### src/rtl/cpu_trace_pkg.sv
// Shared definitions for the CPU trace buffer: record layout and serializer states.
package cpu_trace_pkg;

    localparam int TRACE_REC_W = 24;

    // Field LSB positions inside a trace record {pc, instr, R0, R1, ram3}
    localparam int PC_LSB    = 20;
    localparam int INSTR_LSB = 12;
    localparam int R0_LSB    = 8;
    localparam int R1_LSB    = 4;
    localparam int RAM3_LSB  = 0;

    // Stream byte boundaries: each byte is an aligned 8-bit slice of the record
    localparam int BYTE0_LSB = 16;
    localparam int BYTE1_LSB = 8;
    localparam int BYTE2_LSB = 0;

    typedef enum logic [1:0] {
        SER_IDLE = 2'd0,
        SER_B0   = 2'd1,
        SER_B1   = 2'd2,
        SER_B2   = 2'd3
    } ser_state_t;

    function automatic logic [TRACE_REC_W-1:0] pack_rec(
        input logic [3:0] pc,
        input logic [7:0] instr,
        input logic [3:0] r0,
        input logic [3:0] r1,
        input logic [3:0] ram3
    );
        return {pc, instr, r0, r1, ram3};
    endfunction

endpackage

### src/rtl/cpu_trace_buffer_fifo.sv
// Generic synchronous FIFO with extra-MSB pointers for full/empty distinction.
module trace_fifo #(
    parameter int DATA_W = 24,
    parameter int DEPTH  = 16
) (
    input  logic                     clk,
    input  logic                     reset,
    input  logic                     push,
    input  logic                     pop,
    input  logic [DATA_W-1:0]        wr_data,
    output logic [DATA_W-1:0]        rd_data,
    output logic                     full,
    output logic                     empty,
    output logic [$clog2(DEPTH):0]   level
);

    localparam int AW = $clog2(DEPTH);

    logic [DATA_W-1:0] mem [DEPTH];
    logic [AW:0]       wr_ptr;
    logic [AW:0]       rd_ptr;
    logic              do_push;
    logic              do_pop;

    // A push into a full FIFO is only legal when the head leaves on the same edge
    assign do_pop  = pop && !empty;
    assign do_push = push && (!full || do_pop);

    assign empty   = (wr_ptr == rd_ptr);
    assign full    = (wr_ptr[AW] != rd_ptr[AW]) && (wr_ptr[AW-1:0] == rd_ptr[AW-1:0]);
    assign level   = wr_ptr - rd_ptr;
    assign rd_data = mem[rd_ptr[AW-1:0]];

    // Storage array; payload carries no reset
    always_ff @(posedge clk) begin
        if (do_push) begin
            mem[wr_ptr[AW-1:0]] <= wr_data;
        end
    end

    // Read/write pointers
    always_ff @(posedge clk or negedge reset) begin
        if (!reset) begin
            wr_ptr <= '0;
            rd_ptr <= '0;
        end else begin
            if (do_push) begin
                wr_ptr <= wr_ptr + 1'b1;
            end
            if (do_pop) begin
                rd_ptr <= rd_ptr + 1'b1;
            end
        end
    end

endmodule

### src/rtl/cpu_trace_buffer.sv
// CPU trace buffer: change-detected capture of CPU debug state into a FIFO,
// drained as a 3-byte valid/ready stream per record.
module cpu_trace_buffer
    import cpu_trace_pkg::*;
#(
    parameter int DEPTH = 16,
    parameter int CNT_W = 8
) (
    input  logic                     clk,
    input  logic                     reset,
    input  logic                     trace_en,
    input  logic                     clear,
    input  logic [3:0]               pc_debug,
    input  logic [7:0]               instr_debug,
    input  logic [3:0]               R0_debug,
    input  logic [3:0]               R1_debug,
    input  logic [3:0]               ram3_debug,
    output logic [7:0]               out_data,
    output logic                     out_valid,
    output logic                     out_last,
    input  logic                     out_ready,
    output logic [$clog2(DEPTH):0]   fifo_level,
    output logic                     overflow,
    output logic [CNT_W-1:0]         drop_count
);

    logic [TRACE_REC_W-1:0] cur_rec;
    logic [TRACE_REC_W-1:0] last_rec;
    logic [TRACE_REC_W-1:0] hold_rec;
    logic [TRACE_REC_W-1:0] fifo_rd;
    logic                   last_vld;
    logic                   capture;
    logic                   push;
    logic                   pop;
    logic                   drop;
    logic                   fifo_full;
    logic                   fifo_empty;
    ser_state_t             state;
    ser_state_t             state_nxt;

    assign cur_rec = pack_rec(pc_debug, instr_debug, R0_debug, R1_debug, ram3_debug);

    // Capture only on architectural change; an invalid last record forces capture
    assign capture = trace_en && (!last_vld || (cur_rec != last_rec));
    // A pop on the same edge frees a slot, so a full FIFO can still accept
    assign push    = capture && (!fifo_full || pop);
    assign drop    = capture && fifo_full && !pop;

    trace_fifo #(
        .DATA_W (TRACE_REC_W),
        .DEPTH  (DEPTH)
    ) u_fifo (
        .clk     (clk),
        .reset   (reset),
        .push    (push),
        .pop     (pop),
        .wr_data (cur_rec),
        .rd_data (fifo_rd),
        .full    (fifo_full),
        .empty   (fifo_empty),
        .level   (fifo_level)
    );

    // Last-record valid flag: disabling trace invalidates it so re-enable recaptures
    always_ff @(posedge clk or negedge reset) begin
        if (!reset) begin
            last_vld <= 1'b0;
        end else if (!trace_en) begin
            last_vld <= 1'b0;
        end else if (capture) begin
            last_vld <= 1'b1;
        end
    end

    // Last-record payload, loaded on every capture even when the push is dropped
    always_ff @(posedge clk) begin
        if (capture) begin
            last_rec <= cur_rec;
        end
    end

    // Drop accounting: a drop in the same cycle as clear wins and restarts the count at 1
    always_ff @(posedge clk or negedge reset) begin
        if (!reset) begin
            overflow   <= 1'b0;
            drop_count <= '0;
        end else if (drop) begin
            overflow <= 1'b1;
            if (clear) begin
                drop_count <= {{(CNT_W-1){1'b0}}, 1'b1};
            end else if (drop_count != {CNT_W{1'b1}}) begin
                drop_count <= drop_count + 1'b1;
            end
        end else if (clear) begin
            overflow   <= 1'b0;
            drop_count <= '0;
        end
    end

    // Serializer state register
    always_ff @(posedge clk or negedge reset) begin
        if (!reset) begin
            state <= SER_IDLE;
        end else begin
            state <= state_nxt;
        end
    end

    // Holding register for the record being streamed out
    always_ff @(posedge clk) begin
        if (pop) begin
            hold_rec <= fifo_rd;
        end
    end

    // Serializer next-state, pop request and stream outputs
    always_comb begin
        state_nxt = state;
        pop       = 1'b0;
        out_valid = 1'b0;
        out_last  = 1'b0;
        out_data  = 8'h00;
        case (state)
            SER_IDLE: begin
                if (!fifo_empty) begin
                    pop       = 1'b1;
                    state_nxt = SER_B0;
                end
            end
            SER_B0: begin
                out_valid = 1'b1;
                out_data  = hold_rec[BYTE0_LSB +: 8];
                if (out_ready) begin
                    state_nxt = SER_B1;
                end
            end
            SER_B1: begin
                out_valid = 1'b1;
                out_data  = hold_rec[BYTE1_LSB +: 8];
                if (out_ready) begin
                    state_nxt = SER_B2;
                end
            end
            SER_B2: begin
                out_valid = 1'b1;
                out_last  = 1'b1;
                out_data  = hold_rec[BYTE2_LSB +: 8];
                if (out_ready) begin
                    if (!fifo_empty) begin
                        pop       = 1'b1;
                        state_nxt = SER_B0;
                    end else begin
                        state_nxt = SER_IDLE;
                    end
                end
            end
            default: begin
                state_nxt = SER_IDLE;
            end
        endcase
    end

endmodule

### config.mk
export PLATFORM = sky130hd
export DESIGN_NAME = cpu_trace_buffer
export DESIGN_NICKNAME = d
export VERILOG_FILES = /design/src/rtl/cpu_trace_pkg.sv /design/src/rtl/cpu_trace_buffer_fifo.sv /design/src/rtl/cpu_trace_buffer.sv
export SDC_FILE = /design/constraint.sdc
export NUM_CORES = 1
export LEC_CHECK = 0
export CAP_MARGIN = 5
export CORE_ASPECT_RATIO = 0.8
export CORE_UTILIZATION = 49
export CTS_BUF_LIST = sky130_fd_sc_hd__clkbuf_16
export DETAILED_ROUTE_END_ITERATION = 10
export PLACE_DENSITY = 0.63
export SKIP_CTS_REPAIR_TIMING = 1
export SYNTH_ARGS = -nofsm -noshare
export SYNTH_HDL_FRONTEND = slang
export SYNTH_HIERARCHICAL = 1
export SYNTH_SLANG_ARGS = --single-unit
### constraint.sdc
create_clock -name clk -period 5.9 [get_ports clk]
set_input_delay 1.18 -clock clk [delete_from_list [all_inputs] [get_ports clk]]
set_output_delay 1.18 -clock clk [all_outputs]
set_load 0.1 [all_outputs]
==> impl_table.tex <==
\begin{tabular}{lr}
\hline
Metric & Value \\
\hline
\multicolumn{2}{l}{\textbf{Run status}} \\
\quad Status & complete, no violations \\
\multicolumn{2}{l}{\textbf{Synthesis}} \\
\quad Synthesized instance count & a little over 900 \\
\quad Mean post-synth cell area & 20.0 sq um \\
\quad Asr flop ratio synth & 0.0485 \\
\quad Number of unique standard cell types used by synthesis & 57 \\
\quad Fraction of the yosys area taken by sequential cells & 0.746 \\
\quad Yosys warning total & 6 \\
\quad Register bit total from synthesis & 454 \\
\quad Synthesized net count & about 950 \\
\quad Post-synth EDFFs & 432 \\
\quad Post-Syn Area & approximately 0.018 sq mm \\
\quad Top\_reg\_cell synth & edfxtp\_1 \\
\multicolumn{2}{l}{\textbf{Global routing}} \\
\quad First-pass GRT wire length & 60300 um \\
\quad Pin count of the biggest net entering global routing & 65 \\
\quad Combined global-route utilization of all metal layers & 0.221 \\
\quad Antenna violations before repair & 0 \\
\quad Vias in the first global route & 8961 \\
\quad Total global routing overflow & 0 \\
\multicolumn{2}{l}{\textbf{Clock network}} \\
\quad Clock transition at the register clock pins on the worst setup and hold paths after CTS & 0.06 ns \\
\quad Number of clock sinks & 454 \\
\quad Clock latency of the later-clocked register in the worst-skew pair & between 0.5 and 0.6 ns \\
\quad Maximum clock insertion buffer count & 3 \\
\quad Clock tree from TritonCTS & yes \\
\quad Total number of H-tree levels & 2 \\
\quad CTS Buf Count & 43 \\
\quad Clk Tree Root Cell & clkbuf\_16 \\
\multicolumn{2}{l}{\textbf{Power}} \\
\quad Static leakage & between 0.006 and 0.007 uW \\
\quad Power per standard cell area & between 500 and 600 mW/mm\^{}2 \\
\quad IR Drop Worst-Case VDD & roughly 0.00054 V \\
\multicolumn{2}{l}{\textbf{Die}} \\
\quad Starting density of the core & 0.501 \\
\quad Area of the core region & between 0.03 and 0.04 sq mm \\
\quad DIE HEIGHT & $\sim$170 um \\
\quad Die X-Extent & 217 um \\
\quad Overall die area & between 0.03 and 0.04 sq mm \\
\quad Ports placed on the boundary & 53 \\
\quad Placement Rows & slightly above 60 \\
\multicolumn{2}{l}{\textbf{Place}} \\
\quad Half-perimeter wire length of the detailed placement result & about 23000 um \\
\quad Count of buffers from port buffering & between 50 and 60 \\
\quad Placement-stage worst setup slack & 0.636 ns \\
\quad Routability cong. & roughly 0.76 \\
\multicolumn{2}{l}{\textbf{Route}} \\
\quad Average wire per standard cell & between 20 and 30 um \\
\quad DRC viols & 0 \\
\quad Total Routed Length & about 41000 um \\
\quad Antenna Nets Post-Route & 0 \\
\quad Total via count after detailed routing & roughly 9k \\
\quad Detailed Route Iter0 Violations & about 860 \\
\quad First-pass DRT Iterations & 5 \\
\quad Vias per std cell & between 6 and 7 \\
\multicolumn{2}{l}{\textbf{STA}} \\
\quad Peak clock frequency supported by timing & $\sim$220 MHz \\
\quad Final setup vio count & 0 \\
\quad Setup clock skew after layout & $\sim$0.017 ns \\
\quad Final TNS setup & 0 ns \\
\quad PnR worst setup slack & around 1.3 ns \\
\quad Minimum period implied by the final worst setup slack & between 4 and 5 ns \\
\quad Final worst-path cycle share & 0.785 \\
\quad Number of max-slew violations in the final report & 0 \\
\quad Hold Vio Cnt, Final & 0 \\
\quad Unrepaired setup endpoints after global routing & no \\
\quad Worst-Margin Slew & between 1 and 1.5 ns \\
\quad Slew margin rel. & 0.309 \\
\multicolumn{2}{l}{\textbf{Final layout}} \\
\quad Number of inserted diodes & 0 \\
\quad Nets & 1036 \\
\quad Fill cells & approximately 2.8k \\
\quad Fraction of final layout cells with drive strength greater than 1 & 0.170 \\
\quad Layout-stage area growth over the synthesis result & 13.7\% \\
\multicolumn{2}{l}{\textbf{Flow run}} \\
\quad Total of max-cap violations & 0 \\
\multicolumn{2}{l}{\textbf{Setup path}} \\
\quad Crit Path Max Fanout & 18 \\
\quad Worst setup path startpoint & R1\_debug[1] \\
\quad Startpoint types & input pin \\
\quad Data arrival time of the critical path & between 4 and 5 ns \\
\quad Classification of the worst setup path & in2reg \\
\quad R2R Path Start & u\_fifo/rd\_ptr[3] \\
\quad Type of element capturing the critical path & register \\
\quad CP required & 6.13 ns \\
\multicolumn{2}{l}{\textbf{Min path}} \\
\quad Hold crit path type & reg2reg \\
\quad Beginning of the worst hold path & overflow \\
\hline
\end{tabular}
cells by family (layout without fill, tap and decap cells):
family,Yosys count,after routing,share of synthesized area
AOI/OAI and AO/OA,107,107,0.0445
xor gates and xnor gates,35,35,0.0173
adders and majority gates,16,16,0.0115
buffers and inverters,63,178,0.0188
DFF,454,454,0.746
muxes,148,148,0.136
and+or+nand+nor,83,83,0.0263
where the power goes:
part / internal (uW) / switching (uW) / total [uW]
sequential: 4050 / 169 / 4220
combinational: 1250 / 2580 / 3830
clock: 1540 / 1150 / 2690
total: 6840 / 3900 / 10700
layout by cell type (no fill, tap or decap), types with 20 or more instances in the layout:
| master | synthesis | routed |
|---|---|---|
| mux4_2 | 53 | 53 |
| mux2i_1 | 73 | 73 |
| a22oi_1 | 24 | 24 |
| edfxtp_1 | 432 | 432 |
| o21ai_1 | 25 | 25 |
| clkdlybuf4s50_1 | 0 | 50 |
| inv_1 | 14 | 27 |
| dfrtp_1 | 22 | 20 |
| a32oi_1 | 24 | 24 |
| xnor2_1 | 24 | 24 |
| clkbuf_16 | 0 | 43 |
| buf_4 | 2 | 37 |
worst paths after layout:
| kind | depth (start not counted) | slack [ns] | to |
|---|---|---|---|
| min reg2reg | 1 | 0.50 | overflow |
| min in group asynchronous | 1 | 1.21 | drop_count[0] |
| min | 1 | 0.50 | overflow |
| max reg2reg | 11 | 1.55 | u_fifo/mem[12][3] |
| max | 11 | 1.27 | u_fifo/mem[12][3] |
| max in group asynchronous | 1 | 3.95 | u_fifo/rd_ptr[0] |
synth_stat cells, types with 15 or more instances:
library cell,number,area share
a22oi_1,24,0.0099
a32oi_1,24,0.012
and3_1,17,0.0059
buf_2,20,0.0055
dfrtp_1,22,0.030
edfxtp_1,432,0.72
ha_1,15,0.010
mux2i_1,73,0.040
mux4_1,19,0.028
mux4_2,53,0.066
nor2_1,16,0.0033
o21ai_1,25,0.0069
xnor2_1,24,0.012
per-layer routing:
layer	vias to the layer above	wire (um)	GRT usage
met5	-	0	0
li1	3931	-	-
met1	4700	18400	0.333
met4	0	1010	0.0646
met2	301	18800	0.332
met3	77	2420	0.0381
flip-flops by register name (all words and copies together), names as in the netlist:
signal / flops
state: 2
hold_rec: 24
u_fifo/mem: 384
last_rec: 24
overflow: 1
u_fifo/wr_ptr: 5
u_fifo/rd_ptr: 5
last_vld: 1
drop_count: 8
metrics by stage:
step	hold slack [ns]	instance area (sq um)	utilization	std cells	total power [uW]
4_1_cts	0.496	20600	0.570	1501	10800
6_report	0.498	20600	0.570	1501	10700
5_1_grt	0.531	20600	0.570	1501	11100
3_3_place_gp	0.473	19300	0.533	1426	8110
2_1_floorplan	0.497	18100	-	906	7020
3_5_place_dp	0.472	19300	0.533	1426	8130
final cells by class:
cell class,count,area [sq um],share of cell area
Sequential cell,454,13500,0.657
Multi-Input combinational cell,389,4280,0.208
Clock buffer,43,1080,0.0522
Timing Repair Buffer,87,778,0.0378
Tap cell,480,601,0.0291
Clock inverter,32,282,0.0137
Inverter,16,62.6,0.00304
worst max-delay path, stage by stage:
cell and delay, ns:
clkdlybuf4s50_1 0.88, xnor2_1 0.25, nand4_1 0.23, nor3_1 0.07, nand4_1 0.12, buf_4 0.24
and3_1 0.21, o31a_1 0.29, and3_1 0.25, and2_1 0.75, buf_4 0.37
Note: power is estimated with default switching activity, not from simulation.
